**src/rtl/de10boy_pkg.sv**
```systemverilog
// de10boy_pkg: frame-buffer geometry, shade type and shade-to-grey mapping
// shared by the PPU, the frame buffer and the display scanout.
package de10boy_pkg;

   typedef logic [1:0] shade_t;

   localparam int FB_W = 160;
   localparam int FB_H = 144;

   localparam logic [3:0] GREY_SHADE0 = 4'hF;
   localparam logic [3:0] GREY_SHADE1 = 4'hA;
   localparam logic [3:0] GREY_SHADE2 = 4'h5;
   localparam logic [3:0] GREY_SHADE3 = 4'h0;

   // Sideband travelling alongside a pixel through the RAM read latency.
   typedef struct packed {
      logic hs;
      logic vs;
      logic win;
      logic blank;
   } side_t;

   function automatic logic [3:0] shade_to_grey(input shade_t s);
      logic [3:0] g;
      case (s)
         2'd0:    g = GREY_SHADE0;
         2'd1:    g = GREY_SHADE1;
         2'd2:    g = GREY_SHADE2;
         default: g = GREY_SHADE3;
      endcase
      return g;
   endfunction

endpackage

```
**src/rtl/frame_scanout_scale_counter.sv**
```systemverilog
// scale_counter: source/sub-pixel counter pair with load, step and saturate.
// src_o is the coordinate for the current cycle's inputs (zero-latency view of next state).
module scale_counter #(
   parameter int SCALE = 3,
   parameter int MAX   = 160,
   parameter int W     = 8,
   localparam int SW   = (SCALE > 1) ? $clog2(SCALE) : 1
) (
   input  logic         Clk,
   input  logic         Reset,
   input  logic         load_i,
   input  logic         step_i,
   output logic [W-1:0] src_o
);

   localparam logic [W-1:0]  SRC_LAST = W'(MAX - 1);
   localparam logic [SW-1:0] SUB_LAST = SW'(SCALE - 1);

   logic [W-1:0]  src_q, src_d;
   logic [SW-1:0] sub_q, sub_d;

   always_comb begin
      src_d = src_q;
      sub_d = sub_q;
      if (load_i) begin
         src_d = '0;
         sub_d = '0;
      end else if (step_i) begin
         if (sub_q == SUB_LAST) begin
            sub_d = '0;
            // Saturate rather than wrap so an overlong window repeats the last column.
            if (src_q != SRC_LAST) begin
               src_d = src_q + 1'b1;
            end
         end else begin
            sub_d = sub_q + 1'b1;
         end
      end
   end

   always_ff @(posedge Clk) begin
      if (Reset) begin
         src_q <= '0;
         sub_q <= '0;
      end else begin
         src_q <= src_d;
         sub_q <= sub_d;
      end
   end

   assign src_o = src_d;

endmodule

```
**src/rtl/frame_scanout.sv**
```systemverilog
// frame_scanout: upscaled, centred frame-buffer reader driving the VGA pins; RD_LAT+2 cycles in to pins, no backpressure.
// Define FRAME_SCANOUT_BORDER_EN to paint the visible area outside the window in border grey.
module frame_scanout #(
   parameter int SCALE  = 3,
   parameter int FB_W   = de10boy_pkg::FB_W,
   parameter int FB_H   = de10boy_pkg::FB_H,
   parameter int H_OFS  = 80,
   parameter int V_OFS  = 24,
   parameter int RD_LAT = 1
) (
   input  logic       Clk,
   input  logic       Reset,
   input  logic       hs_in,
   input  logic       vs_in,
   input  logic       blank_in,
   input  logic [9:0] DrawX,
   input  logic [9:0] DrawY,
   input  logic [7:0] palette,
   output logic [7:0] fb_X_read,
   output logic [7:0] fb_Y_read,
   input  logic [1:0] fb_pixel,
   output logic       frame_start,
   output logic       VGA_HS,
   output logic       VGA_VS,
   output logic [3:0] VGA_R,
   output logic [3:0] VGA_G,
   output logic [3:0] VGA_B
);
   import de10boy_pkg::*;

   localparam logic [9:0] X_FIRST = 10'(H_OFS);
   localparam logic [9:0] X_LAST  = 10'(H_OFS + FB_W * SCALE - 1);
   localparam logic [9:0] Y_FIRST = 10'(V_OFS);
   localparam logic [9:0] Y_LAST  = 10'(V_OFS + FB_H * SCALE - 1);
   localparam int         DLY     = RD_LAT + 1;
   localparam side_t      SIDE_RST = '{hs: 1'b1, vs: 1'b1, win: 1'b0, blank: 1'b0};
`ifdef FRAME_SCANOUT_BORDER_EN
   localparam logic [3:0] BORDER_GREY = 4'h2;
`endif

   logic       x_in, y_in, x_load, y_load, y_step, in_win;
   logic       x_aligned_q, x_aligned_d;
   logic       y_aligned_q, y_aligned_d;
   logic [7:0] sx, sy;
   logic [7:0] fb_x_q, fb_x_d;
   logic [7:0] fb_y_q, fb_y_d;
   logic       frame_start_q, frame_start_d;
   side_t      side_in, side_al;
   side_t      dl_q [DLY];
   shade_t     shade;
   logic [3:0] rgb_q, rgb_d;
   logic       hs_q, vs_q;

   always_comb begin
      x_in   = (DrawX >= X_FIRST) && (DrawX <= X_LAST);
      y_in   = (DrawY >= Y_FIRST) && (DrawY <= Y_LAST);
      x_load = (DrawX == X_FIRST);
      y_step = (DrawX == '0) && y_in;
      y_load = y_step && (DrawY == Y_FIRST);

      // After a reset the counters mean nothing until the raster passes a load point.
      x_aligned_d = x_aligned_q | x_load;
      y_aligned_d = y_aligned_q | y_load;
      in_win      = x_in && y_in && blank_in && x_aligned_d && y_aligned_q;

      fb_x_d        = in_win ? sx : fb_x_q;
      fb_y_d        = in_win ? sy : fb_y_q;
      frame_start_d = (DrawX == '0) && (DrawY == '0);
      side_in       = '{hs: hs_in, vs: vs_in, win: in_win, blank: blank_in};
   end

   scale_counter #(.SCALE(SCALE), .MAX(FB_W), .W(8)) u_x_cnt (
      .Clk    (Clk),
      .Reset  (Reset),
      .load_i (x_load),
      .step_i (x_in),
      .src_o  (sx)
   );

   scale_counter #(.SCALE(SCALE), .MAX(FB_H), .W(8)) u_y_cnt (
      .Clk    (Clk),
      .Reset  (Reset),
      .load_i (y_load),
      .step_i (y_step),
      .src_o  (sy)
   );

   // Sideband delay matching the address register plus the RAM read latency.
   always_ff @(posedge Clk) begin
      if (Reset) begin
         for (int i = 0; i < DLY; i++) begin
            dl_q[i] <= SIDE_RST;
         end
      end else begin
         dl_q[0] <= side_in;
         for (int i = 1; i < DLY; i++) begin
            dl_q[i] <= dl_q[i-1];
         end
      end
   end

   assign side_al = dl_q[DLY-1];
   assign shade   = palette[{fb_pixel, 1'b1} -: 2];

   always_comb begin
      rgb_d = '0;
      if (side_al.blank) begin
         if (side_al.win) begin
            rgb_d = shade_to_grey(shade);
         end
`ifdef FRAME_SCANOUT_BORDER_EN
         else begin
            rgb_d = BORDER_GREY;
         end
`endif
      end
   end

   always_ff @(posedge Clk) begin
      if (Reset) begin
         x_aligned_q   <= 1'b0;
         y_aligned_q   <= 1'b0;
         fb_x_q        <= '0;
         fb_y_q        <= '0;
         frame_start_q <= 1'b0;
         rgb_q         <= '0;
         hs_q          <= 1'b1;
         vs_q          <= 1'b1;
      end else begin
         x_aligned_q   <= x_aligned_d;
         y_aligned_q   <= y_aligned_d;
         fb_x_q        <= fb_x_d;
         fb_y_q        <= fb_y_d;
         frame_start_q <= frame_start_d;
         rgb_q         <= rgb_d;
         hs_q          <= side_al.hs;
         vs_q          <= side_al.vs;
      end
   end

   assign fb_X_read   = fb_x_q;
   assign fb_Y_read   = fb_y_q;
   assign frame_start = frame_start_q;
   assign VGA_HS      = hs_q;
   assign VGA_VS      = vs_q;
   assign VGA_R       = rgb_q;
   assign VGA_G       = rgb_q;
   assign VGA_B       = rgb_q;

endmodule

```
**config.mk**
```make
export PLATFORM = sky130hd
export DESIGN_NAME = frame_scanout
export DESIGN_NICKNAME = d
export VERILOG_FILES = /design/src/rtl/de10boy_pkg.sv /design/src/rtl/frame_scanout_scale_counter.sv /design/src/rtl/frame_scanout.sv
export SDC_FILE = /design/constraint.sdc
export NUM_CORES = 1
export LEC_CHECK = 0
export BUFFER_PORTS_ARGS = -buffer_cell sky130_fd_sc_hd__buf_2
export CAP_MARGIN = 20
export CORE_ASPECT_RATIO = 1.5
export CORE_MARGIN = 2
export CORE_UTILIZATION = 35
export DETAILED_ROUTE_END_ITERATION = 10
export PLACE_DENSITY = 0.61
export SLEW_MARGIN = 5
export SYNTH_ARGS = -nofsm -noshare
export SYNTH_HDL_FRONTEND = slang
export SYNTH_SLANG_ARGS = --single-unit
```
**constraint.sdc**
```tcl
create_clock -name Clk -period 2.5 [get_ports Clk]
set_input_delay 0.625 -clock Clk [delete_from_list [all_inputs] [get_ports Clk]]
set_output_delay 0.625 -clock Clk [all_outputs]
set_load 0.02 [all_outputs]
```
# Word level (Yosys, flattened, before mapping)
# Memory sizes are Yosys's and may differ from the RTL's.
# Cells that the tools add are included.
[classes] add_sub_neg=4 n_lt_le_gt_ge=4 eq_ne=8 shift=1 mux=16 bitwise=6 reduce_logical=15
[ops] operator="8-bit 2-to-1 mux" count=8
[ops] operator="10-bit zero test" count=2
[ops] operator="8-bit by 1-bit adder with 8-bit output, second input constant" count=2
[ops] operator="8-bit inequality test, second input constant" count=2
[ops] operator="4-bit one-hot mux with 3 select lines" count=1
[ops] operator="10-bit by 5-bit == test with 1-bit output, second input constant" count=1
[ops] operator="10-bit by 7-bit == test with 1-bit output, second input constant" count=1
[ops] operator="10-bit by 5-bit greater-or-equal comparator with 1-bit output, second input constant" count=1
[ops] operator="10-bit by 7-bit greater-or-equal comparator with 1-bit output, second input constant" count=1
[ops] operator="10-bit less-or-equal comparator, second input constant" count=1
[ops] operator="10-bit by 9-bit less-or-equal comparator with 1-bit output, second input constant" count=1
[ops] operator="1-bit logical AND" count=9
[ops] operator="9-bit by 4-bit variable part select with 2-bit output" count=1
[ops] operator="4-bit 2-to-1 mux" count=2
[ops] operator="2-bit == test, second input constant" count=3
[ops] operator="2-bit by 1-bit adder with 2-bit output, second input constant" count=2
[ops] operator="2-bit 2-to-1 mux" count=2
[ops] operator="1-bit OR" count=4
[ops] operator="2-bit OR reduction" count=2
[ops] operator="1-bit 2-to-1 mux" count=3
[ops] operator="3-bit OR reduction" count=1
[ops] operator="2-bit by 1-bit == test with 1-bit output, second input constant" count=1
[ops] operator="2-bit zero test" count=1
[ops] operator="1-bit NOT" count=2
[totals] register_bits=45 ramBits=8 inputBits=35 output_inout_bits=31 elab_cells=67 memories=1
[mem_list] name="dl_q" depth=2 word_bits=4 rd=2 rd_clocked_by_memory_dff=0 wr=2 line="frame_scanout.sv:49" text="side_t dl_q [DLY];"

# Longest topological paths before layout
# Gate-level depths: netlist (run 1).
[depth] word_depth=7 mapped_depth=8 mapped_depth_nobuf=7

# Hierarchy
# A second synthesis (run 1) with hierarchy kept.
[unflattened] cells_unflattened=285 hier_area_um2=2633.8
[by_module_without_submodules] mod="frame_scanout" instances=1 cells_per_inst=140 area_per_inst_um2=1415.1 seq_area_each_um2=620.6
[by_module_without_submodules] mod="scale_counter (u_y_cnt)" instances=1 cells_per_inst=76 area_per_inst_um2=656.9 seq_area_each_um2=200.2
[by_module_without_submodules] mod="scale_counter (u_x_cnt)" instances=1 cells_per_inst=69 area_per_inst_um2=561.8 seq_area_each_um2=200.2

# Worst setup path before layout (run 1)
# No wires, ideal clock.
[synth_path] path_type="input -> register" startpoint="input DrawX[0]" endpoint="register fb_x_q[3], in the netlist fb_X_read[3]" setup_ns=0.096 arrival_ns=2.287 t_required_ns=2.404 path_slack_ns=0.118 stages=7 path_buffers=2 cell_sequence="nor4_2 -> and4_1 -> buf_2 -> nor2_1 -> or4_1 -> buf_2 -> o41ai_2"
[synth_via] elab_chain_cells=6 elab_cells_between_ends=11 cone_classes="order compare (2); eq/ne (1); mux (2); bitwise (1); reduce/logical (5)"
[synth_lines] item="start, declared" line="frame_scanout.sv:16" text="input logic [9:0] DrawX,"
[synth_lines] item="10-bit by 7-bit greater-or-equal comparator with 1-bit output / 10-bit less-or-equal comparator (equally long branches)" line="frame_scanout.sv:55" text="x_in = (DrawX >= X_FIRST) && (DrawX <= X_LAST);"
[synth_lines] item="1-bit logical AND" line="frame_scanout.sv:55"
[synth_lines] item="1-bit logical AND (4 in a row)" line="frame_scanout.sv:64" text="in_win = x_in && y_in && blank_in && x_aligned_d && y_aligned_q;"
[synth_lines] item="end signal, assigned" line="frame_scanout.sv:123" text="fb_x_q <= '0;"
[synth_lines] item="end signal, assigned" line="frame_scanout.sv:132" text="fb_x_q <= fb_x_d;"
[synth_lines] item="end, declared" line="frame_scanout.sv:45" text="logic [7:0] fb_x_q, fb_x_d;"
# Parallel ways exist; a longest one is shown, timed or not.
# A chain may end at the register's enable or synchronous reset.

# Worst setup path in the final report (run 1)
[layout_path] startpoint="input DrawY[3]" endpoint="register fb_x_q[3], in the netlist fb_X_read[3]"
[layout_via] elab_chain_cells=6 elab_cells_between_ends=7 cone_classes="order compare (2); reduce/logical (5)"
[layout_lines] item="start, declared" line="frame_scanout.sv:17" text="input logic [9:0] DrawY,"
[layout_lines] item="10-bit by 5-bit greater-or-equal comparator with 1-bit output / 10-bit by 9-bit less-or-equal comparator with 1-bit output (equally long branches)" line="frame_scanout.sv:56" text="y_in = (DrawY >= Y_FIRST) && (DrawY <= Y_LAST);"
[layout_lines] item="1-bit logical AND *" line="frame_scanout.sv:56"
[layout_lines] item="1-bit logical AND * (4 in a row)" line="frame_scanout.sv:64"
# Mark *: on every way between the ends. The rest lies on a longest branch, timed or not.

==> results of run 1 <==
## cells in the final DEF (no fill, tap or decap), types with 7 or more instances in the layout
cell type / n
nand3b_1: 7
nand3_1: 11
dfxtp_1: 51
nor3_1: 13
buf_2: 65
nand2_1: 32
nor4_1: 7
buf_4: 16
a21oi_1: 27
o21ai_0: 10
nor2_1: 27
or2_2: 7
## worst max path at each step
stage	startpoint	endpoint	slack, ns	cells past startpoint
after floorplan	DrawX[0]	fb_X_read[3]	0.12	7
after global placement	DrawY[3]	fb_X_read[0]	-0.02	8
after detailed placement	DrawY[3]	fb_X_read[3]	-0.05	7
after CTS	DrawY[3]	fb_X_read[3]	0.27	7
after global routing	DrawX[9]	fb_X_read[3]	0.19	7
final	DrawY[3]	fb_X_read[3]	0.27	7
## logic make-up (layout without fill, tap and decap cells)
logic type	Yosys count	in the layout	synth area share [%]
xor gates and xnor gates	1	1	0.375
buffers and inverters	27	93	6.16
adders and majority gates	2	2	1.07
and+or+nand+nor	129	129	28.7
DFF	51	51	43.7
muxes	4	4	2.79
AOI/OAI and AO/OA	62	62	17.2
## registers in the layout, summed over array words and instances (netlist names)
| signal | flops |
|---|---|
| fb_X_read | 8 |
| fb_Y_read | 8 |
| u_y_cnt.sub_q | 2 |
| dl_q | 8 |
| u_x_cnt.src_q | 8 |
| y_aligned_q | 1 |
| VGA_VS | 1 |
| u_x_cnt.sub_q | 2 |
| x_aligned_q | 1 |
| VGA_B | 2 |
| frame_start | 1 |
| VGA_HS | 1 |
| u_y_cnt.src_q | 8 |
## cell type report
cell class                      instances  area share (%)
Timing Repair Buffer                   82            16.2
Inverter                                3           0.391
Sequential cell                        51            35.4
Multi-Input combinational cell        198            40.6
Clock inverter                          2            1.22
Clock buffer                            6            2.87
Tap cell                               76            3.30
## metrics by stage
stage / area [sq um] / hold slack [ns] / total power, W / util, %
5_1_grt: 2880 / 0.431 / 0.00157 / 44.4
6_report: 2880 / 0.419 / 0.00151 / 44.4
2_1_floorplan: 2340 / 0.389 / 0.000887 / -
4_1_cts: 2880 / 0.419 / 0.00153 / 44.4
3_3_place_gp: 2760 / 0.391 / 0.000935 / 42.6
3_5_place_dp: 2760 / 0.396 / 0.000938 / 42.6
## synth_stat cells (all sizes together) (2+ instances only)
| cell type | instances |
|---|---|
| mux2i | 2 |
| o41ai | 2 |
| or4 | 2 |
| o31ai | 3 |
| o21ai | 10 |
| a21oi | 27 |
| clkbuf | 10 |
| a211oi | 3 |
| and4 | 3 |
| nand2 | 32 |
| nor4bb | 2 |
| nor4 | 8 |
| nand3 | 11 |
| nor3 | 13 |
| dfxtp | 51 |
| buf | 14 |
| ha | 2 |
| nor2 | 27 |
| nand3b | 7 |
| nand2b | 2 |
| inv | 3 |
| mux4 | 2 |
| or2 | 8 |
| or3 | 3 |
| nand4 | 2 |
| nor2b | 6 |
| a211o | 2 |
## where the power goes
group | total, W | internal [W] | leakage (nW) | switching, W
logic | 0.0000948 | 0.0000480 | 0.682 | 0.0000468
registers | 0.000824 | 0.000820 | 0.413 | 0.00000360
clock network | 0.000590 | 0.000324 | 0.0612 | 0.000265
total | 0.00151 | 0.00119 | 1.16 | 0.000316
## routing by layer
layer,vias to the layer above,track usage (%),part of all wire (%)
met4,0,5.53,1.6
li1,1109,-,-
met5,-,0,0
met1,1003,17.1,40
met3,6,3.29,2.7
met2,27,27.6,55
## worst register-to-register path, cell delays in order (launching register included)
cell	delay [ns]
dfxtp_1	0.35
nor2b_1	0.13
inv_1	0.06
or3_1	0.34
buf_4	0.18
or3_1	0.37
a211o_1	0.30
a21oi_1	0.11
==> impl_metrics.env, run 1 <==
export IMPL_ctsResizeCount=0
export IMPL_dp_hpwl_um=4030
export IMPL_fp_dieW_um=70.7
export IMPL_synth_area_leader_cell="dfxtp_1"
export IMPL_period_share_pct=89.2
export IMPL_fp_dieH_um=104
export IMPL_grt_pass1_vias=2021
export IMPL_viasPerCell=5.13
export IMPL_ys_seq_area_share_pct=43.7
export IMPL_synth_ff_type="dfxtp_1"
export IMPL_tritoncts="built"
export IMPL_cts_buffer_depth=2
export IMPL_cts_sinks=51
export IMPL_drt_first_pass_iters=4
export IMPL_seq_area_sq_um=1020
export IMPL_status="finished, final reports clean"
export IMPL_synth_edff_count=0
export IMPL_cts_setup_buffers=0
export IMPL_cts_buffers=5
export IMPL_path_class="primary input to register"
export IMPL_rrSetupSlack_ns=0.60
export IMPL_end_kind="register"
export IMPL_setup_viol=0
export IMPL_cp_slowest_cell="or4_1"
export IMPL_grt_max_degree=44
export IMPL_pin_count=66
export IMPL_drive_above_1_share_pct=30.1
export IMPL_start_util_pct=36.0
export IMPL_yosys_top_cells_area="dfxtp_1, a21oi_1, nand2_1, nor2_1, buf_4"
export IMPL_clk_latency_ns=0.30
export IMPL_multi_input_area_sq_um=1170
export IMPL_globalplace_congestion=0.849
export IMPL_grt_pass1_wl_um=9170
export IMPL_core_area_sq_um=6490
export IMPL_final_net_count=378
export IMPL_drt_iter0_drc=71
export IMPL_drc=0
export IMPL_r2r_start="u_x_cnt.sub_q[1]"
export IMPL_fmax_ghz=0.448
export IMPL_wl_per_cell_um=12.9
export IMPL_crit_path_max_fanout=19
export IMPL_synth_cell_types=51
export IMPL_synth_area_sq_um=2340
export IMPL_ys_warnings_count=0
export IMPL_hold_path_class="register to register"
export IMPL_htree_levels=2
export IMPL_diodes=0
export IMPL_die_area_sq_um=7360
export IMPL_placed_cells=410
export IMPL_rr_endpoint="fb_X_read[0]"
export IMPL_tightest_slew_ns=0.568
export IMPL_syn_inst=276
export IMPL_rsz0062_at_grt="false"
export IMPL_path_buf_inv=2
export IMPL_place_ws_ns=-0.0497
export IMPL_setup_ws_ns=0.270
export IMPL_detail_route_antenna_nets=0
export IMPL_final_hold_viol_count=0
export IMPL_root_buffer="clkbuf_8"
export IMPL_crit_required_ns=2.71
export IMPL_maxSlewViolCount=0
export IMPL_maxSlewHeadroom_pct=61.6
export IMPL_clkTransAtPathRegs_ns=0.09
export IMPL_syn_area_per_cell_sq_um=8.46
export IMPL_synthArstFlopShare_pct=0
export IMPL_n_fill_cell=674
export IMPL_synth_seq_cells=51
export IMPL_min_from="dl_q[0][7]"
export IMPL_fp_row_count=36
export IMPL_fin_cells=418
export IMPL_hold_path_depth=1
export IMPL_io_buffers=65
export IMPL_antenna_found_initial=0
export IMPL_finalSetupTns_ns=0
export IMPL_vias=2145
export IMPL_finClkSkew_ns=0.00614
export IMPL_worstRegToRegCells=7
export IMPL_drv_cap=0
export IMPL_routed_wl_um=5390
export IMPL_syn2layout_area_growth_pct=23.4
export IMPL_p_leak_nw=1.16
export IMPL_crit_path_start_kind="primary input"
export IMPL_synth_top_area_share_pct=43.7
export IMPL_overflow=0
export IMPL_worst_ep_arrival_time_ns=2.44
export IMPL_whs_endpoint="VGA_HS"
export IMPL_cpPeakStageDelay_ns=0.58
export IMPL_power_density_nw_per_um2=523
export IMPL_period_minus_slack_ns=2.23
export IMPL_path_cells="buf_2 > nor3_1 > o2bb2ai_1 > or2_2 > or4_1 > buf_12 > o41ai_2"
export IMPL_cts_hold_buffers=0
export IMPL_synth_fp_nets=313
export IMPL_cp_top_family="simple AND/OR/NAND/NOR gates"
export IMPL_peakVddDrop_mv=0.284
export IMPL_grt_usage_pct=15.3
Power figures use the tool's default switching activity.
==> run 2: changes to the inputs <==
CORE_UTILIZATION = 46   (was 35)
PLACE_DENSITY = 0.76   (was 0.61)
==> run 2 against run 1 <==
  * Worst hold slack improved by 0.0022 ns
  * Maximum frequency is 0.17% lower
  * First-iteration DRC count increased by 52%
  * Combinational power grew 2.5%
  * Largest cell class unchanged
  * Largest power group unchanged
==> impl_metrics.env, run 2 (synthesized netlist as in run 1, its figures left out) <==
export IMPL_status="finished, final reports clean"
export IMPL_final_common_cell="buf_2"
export IMPL_tightest_slew_ns=0.456
export IMPL_period_minus_slack_ns=2.23
export IMPL_final_cell_mix="buf_2, dfxtp_1, nand2_1, nor2_1, a21oi_1"
export IMPL_finClkSkew_ns=0.00960
export IMPL_cts_buffers=5
export IMPL_drc=0
export IMPL_die_area_sq_um=5680
export IMPL_cp_slowest_cell="or4_1"
export IMPL_overflow=0
export IMPL_rsz0062_at_grt="false"
export IMPL_met1Wirelength_um=1980
export IMPL_drive_above_1_share_pct=30.8
export IMPL_setup_ws_ns=0.266
export IMPL_peakVddDrop_mv=0.436
export IMPL_path_cells="buf_2 > nor4_2 > and4_1 > nor2_1 > or4_1 > buf_4 > o31ai_1"
export IMPL_viasPerCell=5.31
export IMPL_switching_power_w=0.000334
export IMPL_start_util_pct=48.2
export IMPL_final_hold_viol_count=0
export IMPL_clkTransAtPathRegs_ns=0.10
export IMPL_syn2layout_area_growth_pct=22.2
export IMPL_seq_area_sq_um=1020
export IMPL_path_depth=7
export IMPL_fp_row_count=31
export IMPL_cts_setup_buffers=0
export IMPL_drt_first_pass_iters=4
export IMPL_antenna_found_initial=0
export IMPL_min_from="dl_q[0][7]"
export IMPL_cts_buffer_depth=2
export IMPL_period_share_pct=89.3
export IMPL_p_leak_nw=1.15
export IMPL_detail_route_antenna_nets=0
export IMPL_drt_iter0_drc=108
export IMPL_wl_met3_um=180
export IMPL_combPwrFrac_pct=6.9
export IMPL_pwr_share_clk_pct=34.7
export IMPL_crit_required_ns=2.72
export IMPL_grt_pass1_vias=1975
export IMPL_crit_path_start_kind="primary input"
export IMPL_fmax_ghz=0.448
export IMPL_maxSlewViolCount=0
export IMPL_end_kind="register"
export IMPL_n_fill_cell=437
export IMPL_r2r_start="u_x_cnt.sub_q[1]"
export IMPL_setup_viol=0
export IMPL_fp_dieH_um=91.3
export IMPL_place_ws_ns=-0.0506
export IMPL_routed_wl_um=5360
export IMPL_io_buffers=65
export IMPL_final_net_count=380
export IMPL_rr_endpoint="fb_X_read[0]"
export IMPL_htree_levels=2
export IMPL_wl_per_cell_um=13.1
export IMPL_path_class="primary input to register"
export IMPL_cp_top_family="simple AND/OR/NAND/NOR gates"
export IMPL_pwr_share_seq_pct=58.4
export IMPL_maxSlewHeadroom_pct=69.4
export IMPL_crit_path_max_fanout=8
export IMPL_whs_ns=0.421
export IMPL_cpPeakStageDelay_ns=0.63
export IMPL_root_buffer="clkbuf_8"
export IMPL_globalplace_congestion=0.951
export IMPL_total_power_w=0.00141
export IMPL_vias=2178
export IMPL_p_int_w=0.00108
export IMPL_tritoncts="built"
export IMPL_swShare_pct=23.7
export IMPL_fp_dieW_um=62.2
export IMPL_whs_endpoint="VGA_HS"
export IMPL_cts_sinks=51
export IMPL_drv_cap=0
export IMPL_multi_input_area_sq_um=1180
export IMPL_grt_usage_pct=19.3
export IMPL_grt_max_degree=44
export IMPL_hold_path_depth=1
export IMPL_hold_path_class="register to register"
export IMPL_worst_ep_arrival_time_ns=2.45
export IMPL_pin_count=66
export IMPL_highest_layer="met4"
export IMPL_grt_pass1_wl_um=8840
export IMPL_rrSetupSlack_ns=0.59
export IMPL_wl_met2_um=3160
export IMPL_worstRegToRegCells=7
export IMPL_ctsResizeCount=0
export IMPL_core_area_sq_um=4850
export IMPL_diodes=0
export IMPL_dp_hpwl_um=4180
export IMPL_power_density_nw_per_um2=494
export IMPL_cts_hold_buffers=0
export IMPL_clk_latency_ns=0.30
export IMPL_path_buf_inv=2
==> run 2: final cells by class <==
| type | count | share of cell area, % |
|---|---|---|
| clock buffer | 5 | 2.41 |
| clock inverter | 3 | 0.920 |
| inverter | 3 | 0.394 |
| multi-input combinational | 198 | 41.2 |
| sequential | 51 | 35.8 |
| tap | 66 | 2.89 |
| timing repair buffer | 84 | 16.4 |
==> run 2: worst max-delay path by stage <==
| stage | to | startpoint | slack, ns |
|---|---|---|---|
| after floorplan | fb_X_read[3] | DrawX[0] | 0.12 |
| final | fb_X_read[5] | DrawX[7] | 0.27 |
| after global placement | fb_X_read[2] | DrawY[3] | 0.0001 |
| after detailed placement | fb_X_read[5] | DrawY[3] | -0.05 |
| after CTS | fb_X_read[5] | DrawX[7] | 0.26 |
| after global routing | fb_X_read[2] | DrawY[3] | 0.15 |
==> run 2: power by group through the flow <==
stage / sequential [W] / combinational [W] / clock [W]
floorplan: 0.000843 / 0.0000436 / 0
global placement: 0.000842 / 0.0000955 / 0
detailed placement: 0.000843 / 0.0000977 / 0
CTS: 0.000824 / 0.0000979 / 0.000508
global route: 0.000825 / 0.000107 / 0.000545
finish: 0.000824 / 0.0000972 / 0.000490
==> run 2: metrics by stage <==
stage | TNS (ns) | instances | util [%] | cell area [sq um]
2_1_floorplan | 0 | 276 | - | 2340
3_3_place_gp | 0 | 402 | 56.9 | 2760
3_5_place_dp | -0.178 | 402 | 56.9 | 2760
4_1_cts | 0 | 410 | 58.9 | 2860
5_1_grt | 0 | 410 | 58.9 | 2860
6_report | 0 | 410 | 58.9 | 2860
==> run 2: metal layers <==
metal | up-vias | GRT usage (%)
met5 | - | 0
met4 | 0 | 6.30
met3 | 2 | 3.72
met2 | 47 | 38.7
met1 | 1008 | 19.5
li1 | 1121 | -
